==> config.mk <==
export PLATFORM = sky130hd
export DESIGN_NAME = seq_mul_div
export DESIGN_NICKNAME = d
export VERILOG_FILES = /design/src/rtl/seq_mul_div.sv
export SDC_FILE = /design/constraint.sdc
export NUM_CORES = 1
export LEC_CHECK = 0
export ABC_AREA = 1
export BUFFER_PORTS_ARGS = -buffer_cell sky130_fd_sc_hd__buf_2
export CORE_UTILIZATION = 30
export DETAILED_ROUTE_END_ITERATION = 6
export SYNTH_ARGS = -nofsm -noshare
export SYNTH_HDL_FRONTEND = slang
export SYNTH_SLANG_ARGS = --single-unit
==> constraint.sdc <==
create_clock -name c -period 3.6 [get_ports c]
set_input_delay 0.72 -clock c [delete_from_list [all_inputs] [get_ports c]]
set_output_delay 0.72 -clock c [all_outputs]
set_load 0.005 [all_outputs]
==> src/rtl/seq_mul_div.sv <==
// rtl/seq_mul_div.sv - iterative one-bit-per-cycle multiply/divide unit (divider enabled by SEQ_MUL_DIV_DIVIDE_EN)
module seq_mul_div #(
    parameter int WIDTH = 16,
    parameter int CNT_W = 5
) (
    input  logic             c,
    input  logic             r,
    input  logic             start,
    input  logic [1:0]       op,
    input  logic [WIDTH-1:0] a,
    input  logic [WIDTH-1:0] b,
    output logic             busy,
    output logic             done,
    output logic [WIDTH-1:0] lo,
    output logic [WIDTH-1:0] hi,
    output logic             err
);

    localparam logic [1:0] OP_MULU = 2'b00;
    localparam logic [1:0] OP_MULS = 2'b01;
`ifdef SEQ_MUL_DIV_DIVIDE_EN
    localparam logic [1:0] OP_DIVU = 2'b10;
`endif

    typedef enum logic [1:0] {S_IDLE, S_RUN, S_DONE} state_t;

    state_t             state;
    state_t             state_nxt;
    logic [CNT_W-1:0]   cnt;
    logic [1:0]         op_q;
    logic               neg_q;
    logic [WIDTH-1:0]   dvs;
    logic [2*WIDTH-1:0] p;

    logic               accept;
    logic               last;
    logic [WIDTH-1:0]   mag_a;
    logic [WIDTH-1:0]   mag_b;
    logic [WIDTH:0]     mul_sum;
    logic [2*WIDTH-1:0] mul_step;
    logic [2*WIDTH-1:0] step;
    logic [2*WIDTH-1:0] res;
    logic               res_err;
`ifdef SEQ_MUL_DIV_DIVIDE_EN
    logic [WIDTH:0]     div_r;
    logic [WIDTH:0]     div_d;
`endif

    assign accept = start && ((state == S_IDLE) || (state == S_DONE));
    assign last   = (state == S_RUN) && (cnt == CNT_W'(WIDTH - 1));
    assign busy   = (state == S_RUN);
    assign done   = (state == S_DONE);

    // Signed magnitudes; -2^(WIDTH-1) maps onto itself, which is exact as unsigned.
    always_comb begin
        mag_a = a[WIDTH-1] ? (~a) + WIDTH'(1) : a;
        mag_b = b[WIDTH-1] ? (~b) + WIDTH'(1) : b;
    end

    // One iteration: p holds {partial product, multiplier} or {remainder, dividend/quotient}.
    always_comb begin
        mul_sum  = {1'b0, p[2*WIDTH-1:WIDTH]} + {1'b0, dvs};
        mul_step = p[0] ? {mul_sum, p[WIDTH-1:1]} : {1'b0, p[2*WIDTH-1:1]};
        step     = mul_step;
`ifdef SEQ_MUL_DIV_DIVIDE_EN
        div_r = p[2*WIDTH-1:WIDTH-1];
        div_d = div_r - {1'b0, dvs};
        if (op_q == OP_DIVU) begin
            step = div_d[WIDTH] ? {div_r[WIDTH-1:0], p[WIDTH-2:0], 1'b0}
                                : {div_d[WIDTH-1:0], p[WIDTH-2:0], 1'b1};
        end
`endif
    end

    // Final result formed from the last iteration, captured into lo/hi on the way to DONE.
    always_comb begin
        res     = '0;
        res_err = 1'b0;
        case (op_q)
            OP_MULU: res = step;
            OP_MULS: res = neg_q ? -step : step;
`ifdef SEQ_MUL_DIV_DIVIDE_EN
            OP_DIVU: begin
                res = step;
                if (dvs == '0) begin
                    // Remainder naturally ends up equal to the dividend; force quotient to all ones.
                    res[WIDTH-1:0] = '1;
                    res_err        = 1'b1;
                end
            end
`endif
            default: begin
                res     = '0;
                res_err = 1'b1;
            end
        endcase
    end

    // State register.
    always_ff @(posedge c or negedge r) begin
        if (!r) state <= S_IDLE;
        else    state <= state_nxt;
    end

    // Next-state logic; DONE may chain straight into another RUN.
    always_comb begin
        state_nxt = state;
        case (state)
            S_IDLE:  if (start) state_nxt = S_RUN;
            S_RUN:   if (last) state_nxt = S_DONE;
            S_DONE:  state_nxt = start ? S_RUN : S_IDLE;
            default: state_nxt = S_IDLE;
        endcase
    end

    // Operand latch, iteration datapath and held results.
    always_ff @(posedge c or negedge r) begin
        if (!r) begin
            cnt   <= '0;
            op_q  <= '0;
            neg_q <= 1'b0;
            dvs   <= '0;
            p     <= '0;
            lo    <= '0;
            hi    <= '0;
            err   <= 1'b0;
        end else if (accept) begin
            cnt   <= '0;
            op_q  <= op;
            neg_q <= (op == OP_MULS) && (a[WIDTH-1] ^ b[WIDTH-1]);
            dvs   <= (op == OP_MULS) ? mag_b : b;
            p     <= {{WIDTH{1'b0}}, (op == OP_MULS) ? mag_a : a};
            err   <= 1'b0;
        end else if (state == S_RUN) begin
            cnt <= cnt + 1'b1;
            p   <= step;
            if (last) begin
                lo  <= res[WIDTH-1:0];
                hi  <= res[2*WIDTH-1:WIDTH];
                err <= res_err;
            end
        end
    end

endmodule

==> metrics <==
outcome=completed; final worst-path cycle share=0.738; CTS root buf=clkbuf_16; cell with the most instances after synthesis=nand2_1; first-pass GRT wire length=29600 um; post-CTS setup repair buffer count=0; syn avg cell area=7.00 um^2; initial antenna violation count=0; Mapped Cells=903; Yosys top cell by area=dfrtp_1; largest net degree at the start of global routing=47; sequential area share after synthesis=0.360; mapped cell area=6320 um^2; Worst Max-Slew Pin Slew=645 ps; total negative slack=0 ps; Initial Utilization=0.309; # rows=52; via count=6009; CTS buffer count=9; worst skew pair latency=360 ps; total gr overflow=0; Post-CTS Resized=0; CP Data Required Time=3840 ps; DIE AREA=21700 um^2; diode count=0; Primary FF master, synth=dfrtp_1; synth warn=0; clk slew on worst S/H paths=70 ps; final net count=1026; Max-Cap Viols=0; Die Ht=147 um; asr flop ratio synth=1.00; vias in the first global route=5656; crit path DAT=2900 ps; top cells by area, synth=dfrtp_1 36%, nand2_1 17%, inv_1 6.2%; area post-placement=6940 um^2; die width=147 um; H-tree depth=3; drt wl/cell=14.3 um; layout cell share with drive strength beyond 1=0.156; Final Cell Area=7220 um^2; Area Growth Syn to Fin=14.2%; detailed placement HPWL=13700 um; post-synth top area share=0.360; Max FO, Critical Path=5; Routed Antenna Nets=0; Post-route DRC=0; Period minus WS final=2660 ps; final RePlAce weighted congestion=0.900; pwr dens=919 nW/um^2; Synthesized Nets=962; Via density=4.84; critical path endpoint category=flop; Worst Skew=13.7 ps; Post-synth EDFFs=0; overall power=6630 uW; P_leak=0.00369 uW; Total GRT Usage=0.172; number of distinct library cells after synthesis=45; First DRT Iteration DRCs=364; Worst IR Drop VDD=309 uV; Hold Buf Count CTS=0; # setup viols final=0; CTS sink cnt=91; Seq cells post-synth=91; CP Class=reg -> reg; Hold Violations, Final=0; Fmax achieved=377 MHz; drt total wl=17700 um; core area=20400 um^2; number of port buffers=71; min-delay worst type=in -> async; RSZ-0062 raised after global routing=false; First-pass DRT Iterations=5; Max Slew Vio Count=0; Max-slew headroom=0.570; Bufs on Longest Clock Path=2; CTS tree=done; IO Count=72; crit start category=flop; Commonest cells post-synth=286 x nand2_1, 105 x inv_1, 91 x dfrtp_1, 70 x nand3_1, 61 x o21ai_0
==> final cells by class <==
class | count | area, um^2
fillers | 2226 | 13200
inverters | 121 | 454
repair buffers | 80 | 438
clock inverters | 5 | 38.8
well taps | 270 | 338
flip-flops and latches | 91 | 2280
clock buffers | 11 | 233
multi-input cells | 664 | 3440
==> cell usage in the layout, fill, tap and decap left out, types with 3 or more instances in the layout <==
cell type / n
nand3b_1: 3
buf_4: 9
nand2_1: 286
o21ai_2: 4
nor2_1: 56
ha_1: 21
xor2_1: 12
xnor2_1: 4
nand3_1: 70
inv_2: 13
buf_2: 70
or2_2: 4
clkbuf_16: 9
a32o_1: 6
dfrtp_1: 91
nand4_1: 6
o22ai_1: 14
nor2_4: 3
o31ai_1: 3
o21ai_0: 61
nand2_2: 11
nor2_2: 6
inv_1: 105
nor3_1: 13
a21oi_1: 31
nand3_2: 9
clkinv_1: 3
o21ai_1: 5
o221ai_1: 16
==> state kept, by name (all words and copies together), names as in the netlist <==
| name | flops |
|---|---|
| p | 32 |
| dvs | 16 |
| hi | 16 |
| lo | 16 |
| cnt | 5 |
| op_q | 2 |
| state | 2 |
| err | 1 |
| neg_q | 1 |
==> cells by family (layout without fill, tap and decap cells) <==
family,count (synthesis),count (layout),share of synthesized area
flip-flops,91,91,0.360
AND/OR/NAND/NOR,476,476,0.331
adder cells (fa/ha/maj),22,22,0.0447
buffers and inverters,148,217,0.0958
XOR/XNOR,16,16,0.0222
AO/OA/AOI/OAI,150,150,0.146
==> power by group <==
part | switching [uW] | internal (uW)
clock | 423 | 473
sequential | 372 | 1460
combinational | 2570 | 1330
==> worst paths after layout <==
check / startpoint / endpoint / slack, ps / cells after the start
worst max-delay path: dvs[0] / hi[12] / 940 / 15
worst min-delay path: r / p[28] / 380 / 1
worst max register to register: dvs[0] / hi[12] / 940 / 15
worst min register to register: lo[15] / lo[15] / 470 / 2
max in group asynchronous: r / dvs[8] / 2530 / 2
min in group c: lo[15] / lo[15] / 470 / 2
==> through the flow <==
step | hold WS (ps) | util | worst slack, ps | std cells
floorplan | 424 | - | 1330 | 903
global placement | 462 | 0.340 | 1020 | 1226
detailed placement | 462 | 0.340 | 987 | 1226
CTS | 411 | 0.353 | 963 | 1242
global route | 435 | 0.353 | 691 | 1242
finish | 377 | 0.353 | 944 | 1242
==> critical path, stage by stage, from the launching register on <==
cell	delay, ps
dfrtp_1	390
ha_1	260
fa_1	410
nand2_1	120
nand2_2	90
nand2_1	80
xor2_1	160
nand2_1	60
nand2_1	150
nand2_1	100
nor3_2	220
nand3_1	160
nand2_2	120
nand3_1	70
nand3_1	110
nand2_1	50
==> per-layer routing <==
metal | global-route usage | wire length [um]
met1 | 0.259 | 9250
met2 | 0.248 | 7340
met3 | 0.0283 | 796
met4 | 0.0552 | 313
met5 | 0 | 0
No activity file was read; power rests on OpenSTA's default activity.
